File: src/rtl/sext_abs_pkg.sv
// Shared types and lane-slicing helpers for the sign/zero-extend, negate and abs pipeline.
// Purely declarative: no logic, no latency.
// No flow control lives here.
package sext_abs_pkg;

  // Per-beat operation; applies to every lane of the beat.
  typedef enum logic [1:0] {
    EXT_SEXT = 2'd0,
    EXT_ZEXT = 2'd1,
    EXT_NEG  = 2'd2,
    EXT_ABS  = 2'd3
  } ext_mode_e;

  localparam int MODE_W = 2;

  // LSB position of lane 'lane' in a bus packed with 'width'-bit fields.
  function automatic int lane_lsb(input int lane, input int width);
    return lane * width;
  endfunction

endpackage

File: src/rtl/sext_abs_lane.sv
// One lane: extends an IN_W field to OUT_W, then turns an extended value into the final result.
// Fully combinational; the two halves feed different pipeline stages in the parent.
// No flow control; the parent owns all handshaking.
module sext_abs_lane
  import sext_abs_pkg::*;
#(
  parameter int IN_W  = 4,
  parameter int OUT_W = 8
) (
  input  logic [IN_W-1:0]  i_fld,
  input  ext_mode_e        i_mode,
  output logic [OUT_W-1:0] o_ext,
  input  logic [OUT_W-1:0] i_ext,
  input  ext_mode_e        i_ext_mode,
  output logic [OUT_W-1:0] o_res,
  output logic             o_ovf
);

  // Most negative OUT_W value; only reachable as an extended value when widths match.
  localparam logic [OUT_W-1:0] MIN_VAL = {1'b1, {(OUT_W-1){1'b0}}};
  localparam bit               SAME_W  = (OUT_W == IN_W);

  logic signed [IN_W-1:0] w_fld_s;
  logic [OUT_W-1:0]       w_neg;
  logic                   w_is_min;

  assign w_fld_s  = i_fld;
  assign w_neg    = ~i_ext + OUT_W'(1);
  assign w_is_min = SAME_W && (i_ext == MIN_VAL);

  // Extension: only ZEXT zero-fills; NEG and ABS operate on the sign-extended value.
  always_comb begin
    o_ext = OUT_W'(w_fld_s);
    if (i_mode == EXT_ZEXT) begin
      o_ext = OUT_W'(i_fld);
    end
  end

  // Result: negate for NEG, negate-if-negative for ABS; the minimum value wraps onto itself.
  always_comb begin
    o_res = i_ext;
    o_ovf = 1'b0;
    case (i_ext_mode)
      EXT_NEG: begin
        o_res = w_neg;
        o_ovf = w_is_min;
      end
      EXT_ABS: begin
        if (i_ext[OUT_W-1]) begin
          o_res = w_neg;
        end
        o_ovf = w_is_min;
      end
      default: begin
        o_res = i_ext;
      end
    endcase
  end

endmodule

File: src/rtl/sext_abs_pipe.sv
// Multi-lane extend/negate/abs unit with a saturating overflow-beat counter.
// Latency 2 cycles, 1 beat/cycle; two skid-free stages buffer at most 2 beats.
// in_ready follows out_ready combinationally; outputs hold while out_valid && !out_ready.
module sext_abs_pipe
  import sext_abs_pkg::*;
#(
  parameter int LANES = 5,
  parameter int IN_W  = 4,
  parameter int OUT_W = 8,
  parameter int CNT_W = 8
) (
  input  logic                   clk,
  input  logic                   rst_n,
  input  logic                   in_valid,
  output logic                   in_ready,
  input  logic [MODE_W-1:0]      in_mode,
  input  logic [LANES*IN_W-1:0]  in_data,
  output logic                   out_valid,
  input  logic                   out_ready,
  output logic [LANES*OUT_W-1:0] out_data,
  output logic [LANES-1:0]       out_ovf,
  output logic [CNT_W-1:0]       ovf_count,
  input  logic                   ovf_clr
);

  if (IN_W < 2 || OUT_W < IN_W) begin : g_bad_params
    $error("sext_abs_pipe: requires IN_W >= 2 and OUT_W >= IN_W");
  end

  localparam logic [CNT_W-1:0] CNT_MAX = '1;

  logic                   r_s1_vld;
  ext_mode_e              r_s1_mode;
  logic [LANES*OUT_W-1:0] r_s1_ext;
  logic                   r_s2_vld;
  logic [LANES*OUT_W-1:0] r_s2_dat;
  logic [LANES-1:0]       r_s2_ovf;
  logic [CNT_W-1:0]       r_ovf_cnt;

  ext_mode_e              w_in_mode;
  logic [LANES*OUT_W-1:0] w_ext;
  logic [LANES*OUT_W-1:0] w_res;
  logic [LANES-1:0]       w_ovf;
  logic                   w_s2_open;
  logic                   w_in_fire;
  logic                   w_s1_move;
  logic                   w_out_fire;

  assign w_in_mode  = ext_mode_e'(in_mode);
  assign w_s2_open  = !r_s2_vld || out_ready;
  assign in_ready   = !r_s1_vld || w_s2_open;
  assign w_in_fire  = in_valid && in_ready;
  assign w_s1_move  = r_s1_vld && w_s2_open;
  assign w_out_fire = r_s2_vld && out_ready;

  for (genvar k = 0; k < LANES; k++) begin : g_lane
    sext_abs_lane #(
      .IN_W  (IN_W),
      .OUT_W (OUT_W)
    ) u_lane (
      .i_fld      (in_data[lane_lsb(k, IN_W) +: IN_W]),
      .i_mode     (w_in_mode),
      .o_ext      (w_ext[lane_lsb(k, OUT_W) +: OUT_W]),
      .i_ext      (r_s1_ext[lane_lsb(k, OUT_W) +: OUT_W]),
      .i_ext_mode (r_s1_mode),
      .o_res      (w_res[lane_lsb(k, OUT_W) +: OUT_W]),
      .o_ovf      (w_ovf[k])
    );
  end

  // Stage 1: capture extended lanes and the beat's mode on every accepted input beat.
  always_ff @(posedge clk or negedge rst_n) begin
    if (!rst_n) begin
      r_s1_vld  <= 1'b0;
      r_s1_mode <= EXT_SEXT;
      r_s1_ext  <= '0;
    end else begin
      if (w_in_fire) begin
        r_s1_vld  <= 1'b1;
        r_s1_mode <= w_in_mode;
        r_s1_ext  <= w_ext;
      end else if (w_s1_move) begin
        r_s1_vld  <= 1'b0;
      end
    end
  end

  // Stage 2: final result and overflow flags; frozen while the consumer stalls.
  always_ff @(posedge clk or negedge rst_n) begin
    if (!rst_n) begin
      r_s2_vld <= 1'b0;
      r_s2_dat <= '0;
      r_s2_ovf <= '0;
    end else begin
      if (w_s1_move) begin
        r_s2_vld <= 1'b1;
        r_s2_dat <= w_res;
        r_s2_ovf <= w_ovf;
      end else if (w_out_fire) begin
        r_s2_vld <= 1'b0;
      end
    end
  end

  // Count delivered beats carrying any overflow; clear has priority over a counted beat.
  always_ff @(posedge clk or negedge rst_n) begin
    if (!rst_n) begin
      r_ovf_cnt <= '0;
    end else if (ovf_clr) begin
      r_ovf_cnt <= '0;
    end else if (w_out_fire && (|r_s2_ovf) && (r_ovf_cnt != CNT_MAX)) begin
      r_ovf_cnt <= r_ovf_cnt + CNT_W'(1);
    end
  end

  assign out_valid = r_s2_vld;
  assign out_data  = r_s2_dat;
  assign out_ovf   = r_s2_ovf;
  assign ovf_count = r_ovf_cnt;

endmodule

File: config.mk
export PLATFORM = sky130hd
export DESIGN_NAME = sext_abs_pipe
export DESIGN_NICKNAME = d
export VERILOG_FILES = /design/src/rtl/sext_abs_pkg.sv /design/src/rtl/sext_abs_lane.sv /design/src/rtl/sext_abs_pipe.sv
export SDC_FILE = /design/constraint.sdc
export NUM_CORES = 1
export LEC_CHECK = 0
export ABC_AREA = 1
export BUFFER_PORTS_ARGS = -buffer_cell sky130_fd_sc_hd__clkbuf_2
export CORE_ASPECT_RATIO = 0.8
export CORE_MARGIN = 1
export CORE_UTILIZATION = 64
export CTS_CLUSTER_DIAMETER = 50
export DETAILED_ROUTE_END_ITERATION = 10
export PLACE_DENSITY = 0.92
export SLEW_MARGIN = 20
export SYNTH_ARGS = -nofsm -noshare
export SYNTH_HDL_FRONTEND = slang
export SYNTH_HIERARCHICAL = 1
export SYNTH_SLANG_ARGS = --single-unit
File: constraint.sdc
create_clock -name clk -period 5.1 [get_ports clk]
set_clock_uncertainty 0.1 [all_clocks]
set_input_delay 0.255 -clock clk [delete_from_list [all_inputs] [get_ports clk]]
set_output_delay 0.255 -clock clk [all_outputs]
set_load 0.01 [all_outputs]
== Word-level counts from Yosys, hierarchy flattened ==
Index checks and enable logic that the tools add are counted.
Word-level totals
  bits in writable memories: 0
  bits in registers: 92
  memories: 0
  bits in latches: 0
  output and inout bits: 55
  word-level logic and storage cells: 48
  memory bits (read-only): 0
Cells by class
  reductions and logical operators: 9
  divide/modulo/power cells: 0
  equality and inequality tests: 3
  bitwise operators: 5
  magnitude comparators: 0
  $mul: 0
  shifts and indexed selects: 0
  add/sub/neg operators: 5
  muxes and demuxes: 20
Operators by type and width (number)
  $mux W8: 11
  $pmux W8 S2: 5
  $add A8 B1 Y8 const B: 5
  $not A8 Y8: 5
  $eq A2 B2 Y1 const B: 2
  $mux W1: 4
  $reduce_bool A2 Y1: 2
  $logic_and A1 B1 Y1: 3
  $eq A2 B1 Y1 const B: 1
  $logic_not A1 Y1: 2
  $logic_or A1 B1 Y1: 2

== Longest topological paths before layout ==
  depth in word-level cells: 5
  depth in mapped cells: 8
  depth with buffers taken out: 8

== Hierarchy ==
The synthesis kept the hierarchy.
By module, submodules not included
  sext_abs_pipe: area each 4020.1 um^2, times used 1, cells each 365
  sext_abs_lane: area each 324.1 um^2, times used 5, cells each 60

== Worst setup path after synthesis ==
No wires, ideal clock.
  kind: reg2reg
  from: register r_s1_mode[1]
  to: register r_s2_dat[14], in the netlist out_data[14]
  clock period less this slack: 1.750 ns
  setup slack: 3.350 ns
  buffers on the path: 0
  cell stages (with the launch flop): 7
  arrival: 1.525 ns
  path through: dfrtp_1 > nand3_2 > nand2_4 > nand2_4 > nand3_1 > nand2_1 > mux2_4
On the way
  cells in the longest elaborated chain, start to end: 2
Ends and longest elaborated chain
  start: declaration: line sext_abs_pipe.sv:33  | ext_mode_e r_s1_mode;
  start signal: assignment: line sext_abs_pipe.sv:80  | r_s1_mode <= w_in_mode;
  $eq A2 B2 Y1: line sext_abs_lane.sv:43  | case (i_ext_mode)
  $pmux W8 S2 *: line sext_abs_lane.sv:43
  via w_res[14]: line sext_abs_pipe.sv:42  | logic [LANES*OUT_W-1:0] w_res;
  end signal: assignment: line sext_abs_pipe.sv:97  | r_s2_dat <= w_res;
  end: declaration: line sext_abs_pipe.sv:36  | logic [LANES*OUT_W-1:0] r_s2_dat;
Mark *: on every way through the listed nets, which the timed path passes. The rest lies on a longest branch.
A chain may end at the register's enable or synchronous reset.

== Worst setup path in the final report ==
  from: register r_s2_vld, in the netlist out_valid
  to: register r_s1_ext[19]
On the way
  cells in the longest elaborated chain, start to end: 4
Ends and longest elaborated chain
  start: declaration: line sext_abs_pipe.sv:35  | logic r_s2_vld;
  start signal: assignment: line sext_abs_pipe.sv:91  | r_s2_vld <= 1'b0;
  start signal: assignment: line sext_abs_pipe.sv:96  | r_s2_vld <= 1'b1;
  start signal: assignment: line sext_abs_pipe.sv:100  | r_s2_vld <= 1'b0;
  $logic_not A1 Y1: line sext_abs_pipe.sv:50  | assign w_s2_open = !r_s2_vld || out_ready;
  $logic_or A1 B1 Y1: line sext_abs_pipe.sv:50
  $logic_or A1 B1 Y1: line sext_abs_pipe.sv:51  | assign in_ready = !r_s1_vld || w_s2_open;
  $logic_and A1 B1 Y1: line sext_abs_pipe.sv:52  | assign w_in_fire = in_valid && in_ready;
  end signal: assignment: line sext_abs_pipe.sv:81  | r_s1_ext <= w_ext;
  end: declaration: line sext_abs_pipe.sv:34  | logic [LANES*OUT_W-1:0] r_s1_ext;
No other way between the ends.

==> report_table.html <==
<table>
<tr><th>Metric</th><th>Value</th></tr>
<tr><th colspan="2">Floorplan</th></tr>
<tr><td>Overall die area</td><td>0.00919 mm²</td></tr>
<tr><td>X dimension of the die</td><td>107 µm</td></tr>
<tr><td>Number of placement rows</td><td>30</td></tr>
<tr><td>Starting density of the core</td><td>66.2%</td></tr>
<tr><td>Top-Level Pins</td><td>82</td></tr>
<tr><td>Die outline height</td><td>86.0 µm</td></tr>
<tr><td>Core box area</td><td>0.00852 mm²</td></tr>
<tr><th colspan="2">Cells and area</th></tr>
<tr><td>Multi-input logic area</td><td>0.00252 mm²</td></tr>
<tr><td>Final Core Density</td><td>70.9%</td></tr>
<tr><td>Synth-to-layout area growth</td><td>7.03%</td></tr>
<tr><td>Layout cells sized above 1</td><td>24.8%</td></tr>
<tr><td>Register Area</td><td>0.00243 mm²</td></tr>
<tr><td>Fill cell count</td><td>627</td></tr>
<tr><td>Number of nets in the finished design</td><td>735</td></tr>
<tr><td>Count of antenna diodes in the layout</td><td>0</td></tr>
<tr><th colspan="2">GRT</th></tr>
<tr><td>Largest net degree at the start of global routing</td><td>63</td></tr>
<tr><td>Grt met3 use</td><td>5.47%</td></tr>
<tr><td>Number of antenna violations at the first check in global routing</td><td>0</td></tr>
<tr><td>Fraction of met1 tracks used by global routing</td><td>34.4%</td></tr>
<tr><td>First-pass GRT wire length</td><td>19700 µm</td></tr>
<tr><td>Most Used Layer, Global Route</td><td>met2</td></tr>
<tr><td>Aggregate global routing overflow</td><td>0</td></tr>
<tr><td>GRT Total Usage</td><td>27.0%</td></tr>
<tr><td>Met2 track demand over resource in global routing</td><td>45.9%</td></tr>
<tr><td>Via count of the first global-routing pass</td><td>4369</td></tr>
<tr><th colspan="2">Logic synthesis</th></tr>
<tr><td>Complex-gate fraction of the synthesized area</td><td>2.42%</td></tr>
<tr><td>Synthesis-stage register bit count</td><td>97</td></tr>
<tr><td>Post-synth top area share</td><td>43.0%</td></tr>
<tr><td>Leading area contributor after synthesis</td><td>dfrtp_1</td></tr>
<tr><td>Portion of netlist area occupied by mux cells</td><td>10.6%</td></tr>
<tr><td>Distinct cells, synth</td><td>26</td></tr>
<tr><td>Cell area after synthesis</td><td>0.00564 mm²</td></tr>
<tr><td>Xor/xnor cell area share of the yosys netlist</td><td>0.155%</td></tr>
<tr><td>Post-synth EDFFs</td><td>0</td></tr>
<tr><td>Synthesized Nets</td><td>703</td></tr>
<tr><td>Most instantiated library cell after synthesis</td><td>nand2_1</td></tr>
<tr><td>Simple-gate portion of the synthesized area</td><td>28.8%</td></tr>
<tr><td>Largest cells by area after synthesis</td><td>dfrtp_1 43%, nand2_1 13%, nand3_1 9.3%</td></tr>
<tr><td>Number of cells produced by synthesis</td><td>665</td></tr>
<tr><td>Dominant combinational cell family by area after synthesis</td><td>simple AND/OR/NAND/NOR gates</td></tr>
<tr><td>Share of flip-flops with an asynchronous set or reset after synthesis</td><td>100%</td></tr>
<tr><td>Share of synthesized area occupied by flip-flops and latches</td><td>43.0%</td></tr>
<tr><td>Most used standard cells in the synthesized netlist</td><td>188 x nand2_1, 105 x nand3_1, 97 x dfrtp_1</td></tr>
<tr><td>Syn Area/Cell</td><td>8.48 µm²</td></tr>
<tr><td>Count of warnings emitted by yosys</td><td>6</td></tr>
<tr><td>Synthesized-area fraction occupied by adder cells</td><td>2.44%</td></tr>
<tr><td>Ys flop type</td><td>dfrtp_1</td></tr>
<tr><th colspan="2">Run</th></tr>
<tr><td>Maximum Capacitance Violations</td><td>0</td></tr>
<tr><th colspan="2">Worst setup path</th></tr>
<tr><td>Register-to-register path setup slack</td><td>2420 ps</td></tr>
<tr><td>Crit path required time</td><td>5290 ps</td></tr>
<tr><td>Start-to-end type of the worst setup path</td><td>reg2reg</td></tr>
<tr><td>Arrival time of the worst setup path</td><td>2880 ps</td></tr>
<tr><td>Worst Setup End Kind</td><td>register</td></tr>
<tr><td>Nature of the critical path startpoint</td><td>register</td></tr>
<tr><td>CP max FO</td><td>45</td></tr>
<tr><th colspan="2">Detailed routing</th></tr>
<tr><td>Mean routed wirelength per cell</td><td>14.3 µm</td></tr>
<tr><td># DRC</td><td>0</td></tr>
<tr><td>Routed wire length</td><td>11700 µm</td></tr>
<tr><td>Detail Route Antenna Nets</td><td>0</td></tr>
<tr><td>Number of DRC violations after detailed-routing iteration 0</td><td>363</td></tr>
<tr><td>Per-cell via count in the routed design</td><td>5.55</td></tr>
<tr><td>First-pass iteration count of the detailed router</td><td>6</td></tr>
<tr><td>Number of vias in the routed layout</td><td>4514</td></tr>
<tr><th colspan="2">STA</th></tr>
<tr><td>Slew Limit Headroom</td><td>32.9%</td></tr>
<tr><td>Total negative setup slack</td><td>0 ps</td></tr>
<tr><td>Tcrit/Tclk final</td><td>52.6%</td></tr>
<tr><td>Slew at the pin closest to its max-slew limit</td><td>1010 ps</td></tr>
<tr><td>Final hold violations</td><td>0</td></tr>
<tr><td>Final min period</td><td>2680 ps</td></tr>
<tr><td>Total of endpoints with negative setup slack in the final report</td><td>0</td></tr>
<tr><td>Achievable clock frequency</td><td>0.373 GHz</td></tr>
<tr><td>RSZ-0062 raised after global routing</td><td>false</td></tr>
<tr><td>Final count of pins violating max slew</td><td>0</td></tr>
<tr><th colspan="2">Outcome</th></tr>
<tr><td>Run status</td><td>finished clean</td></tr>
<tr><th colspan="2">Power</th></tr>
<tr><td>Switching share of power</td><td>34.0%</td></tr>
<tr><td>P per Cell Area</td><td>429 mW/mm²</td></tr>
<tr><td>Combinational power share</td><td>33.6%</td></tr>
<tr><td>Part of the total power dissipated in the clock network</td><td>22.7%</td></tr>
<tr><td>Worst ir drop on vdd</td><td>0.264 mV</td></tr>
<tr><td>Leak</td><td>0.00334 µW</td></tr>
<tr><td>Internal power</td><td>1710 µW</td></tr>
<tr><td>Switch Pwr</td><td>880 µW</td></tr>
<tr><td>Power share of the sequential group</td><td>43.8%</td></tr>
<tr><th colspan="2">Clock network</th></tr>
<tr><td>H-Tree Depth</td><td>3</td></tr>
<tr><td>Buffers from clock root to sink, at most</td><td>2</td></tr>
<tr><td>Clk sink count</td><td>97</td></tr>
<tr><td>Setup bufs post-CTS</td><td>0</td></tr>
<tr><td>Num CTS Buffers</td><td>9</td></tr>
<tr><td>Insertion delay of the later-clocked pin in the worst-skew pair</td><td>360 ps</td></tr>
<tr><td>TritonCTS clock tree</td><td>done</td></tr>
<tr><td>Root buffer selected by CTS</td><td>clkbuf_8</td></tr>
<tr><td>Clock-pin slew on the worst setup and hold paths</td><td>90 ps</td></tr>
<tr><th colspan="2">Placed design</th></tr>
<tr><td>Number of buffers inserted by port buffering</td><td>81</td></tr>
<tr><td>Global placement routability congestion</td><td>0.843</td></tr>
<tr><td>Post-detail-place hpwl</td><td>8190 µm</td></tr>
<tr><th colspan="2">Hold path</th></tr>
<tr><td>Type of the worst min-delay path</td><td>in2reg</td></tr>
</table>
metrics by stage:
stage	area [µm²]	std cells	worst slack, ps	power [µW]	hold slack (ps)
3_5_place_dp	5780	797	2500	2020	149
4_1_cts	6040	814	2470	2610	7.20
3_3_place_gp	5780	797	2650	1960	137
5_1_grt	6040	814	2190	2750	10.6
2_1_floorplan	5640	665	3350	1740	-141
6_report	6040	814	2420	2590	22.1
layer usage:
metal	up-vias	routed length, µm
met5	-	0
met4	0	225
met3	25	671
met2	161	5770
met1	2182	5010
li1	2146	-
power groups by stage:
stage	clock network (µW)	logic (µW)	registers, µW
after CTS	600	876	1130
after global routing	634	961	1160
final	587	871	1130
after detailed placement	0	869	1150
after floorplan	0	552	1190
after global placement	0	828	1130
sequential cells by signal, indices dropped and copies added, names as in the netlist:
register and cells:
out_data 40, out_ovf 5, out_valid 1, ovf_count 8
r_s1_ext 40, r_s1_mode 2, r_s1_vld 1
final cells by class:
type | count | share of cell area (%)
multi-input cells | 434 | 41.8
flip-flops and latches | 97 | 40.2
repair buffers | 85 | 7.30
inverters | 70 | 4.35
well taps | 112 | 2.32
clock buffers | 9 | 2.05
clock inverters | 7 | 1.97
cell families (layout without fill, tap and decap cells):
kind of cell / Yosys count / in the layout
mux: 44 / 44
fa+ha+maj: 11 / 11
compound gates: 20 / 20
flops: 97 / 97
other cells: 5 / 5
xor+xnor: 1 / 1
simple gates: 353 / 353
buf+inv: 134 / 171
cell usage in the layout (no fill, tap or decap), types with 2 or more instances in the layout:
cell	instances
nand4_1	5
nand3_1	105
o21ai_0	5
nand2_2	12
bufinv_16	3
a21oi_1	3
mux2_4	27
nand3_2	7
mux2_2	17
nand2_4	10
a21boi_0	5
nor2_1	20
clkbuf_2	80
ha_1	11
inv_1	69
clkbuf_8	9
nor3_1	6
dfrtp_1	97
o21bai_1	2
clkinvlp_4	2
buf_4	4
nand2_1	188
conb_1	5
o221ai_1	5
critical path: stages (launching register included):
cell     delay (ps)
dfrtp_1         420
nand3_2         700
nand2_1         800
buf_4           400
nand2_1         100
nand2_1          70
final timing paths:
check                                  start           end  depth (start not counted)
worst max-delay path               out_valid  r_s1_ext[19]                          5
worst min-delay path              in_data[1]   r_s1_ext[1]                          3
worst max register to register     out_valid  r_s1_ext[19]                          5
worst min register to register  r_s1_ext[25]  r_s1_ext[25]                          2
max in group asynchronous              rst_n  r_s1_ext[29]                          3
min in group asynchronous              rst_n  ovf_count[3]                          2
timing repair:
action                    4_1_cts  5_1_grt
resized for setup               0        0
hold buffers                    1        0
hold endpoints to repair       35        0
Power figures use the tool's default switching activity.
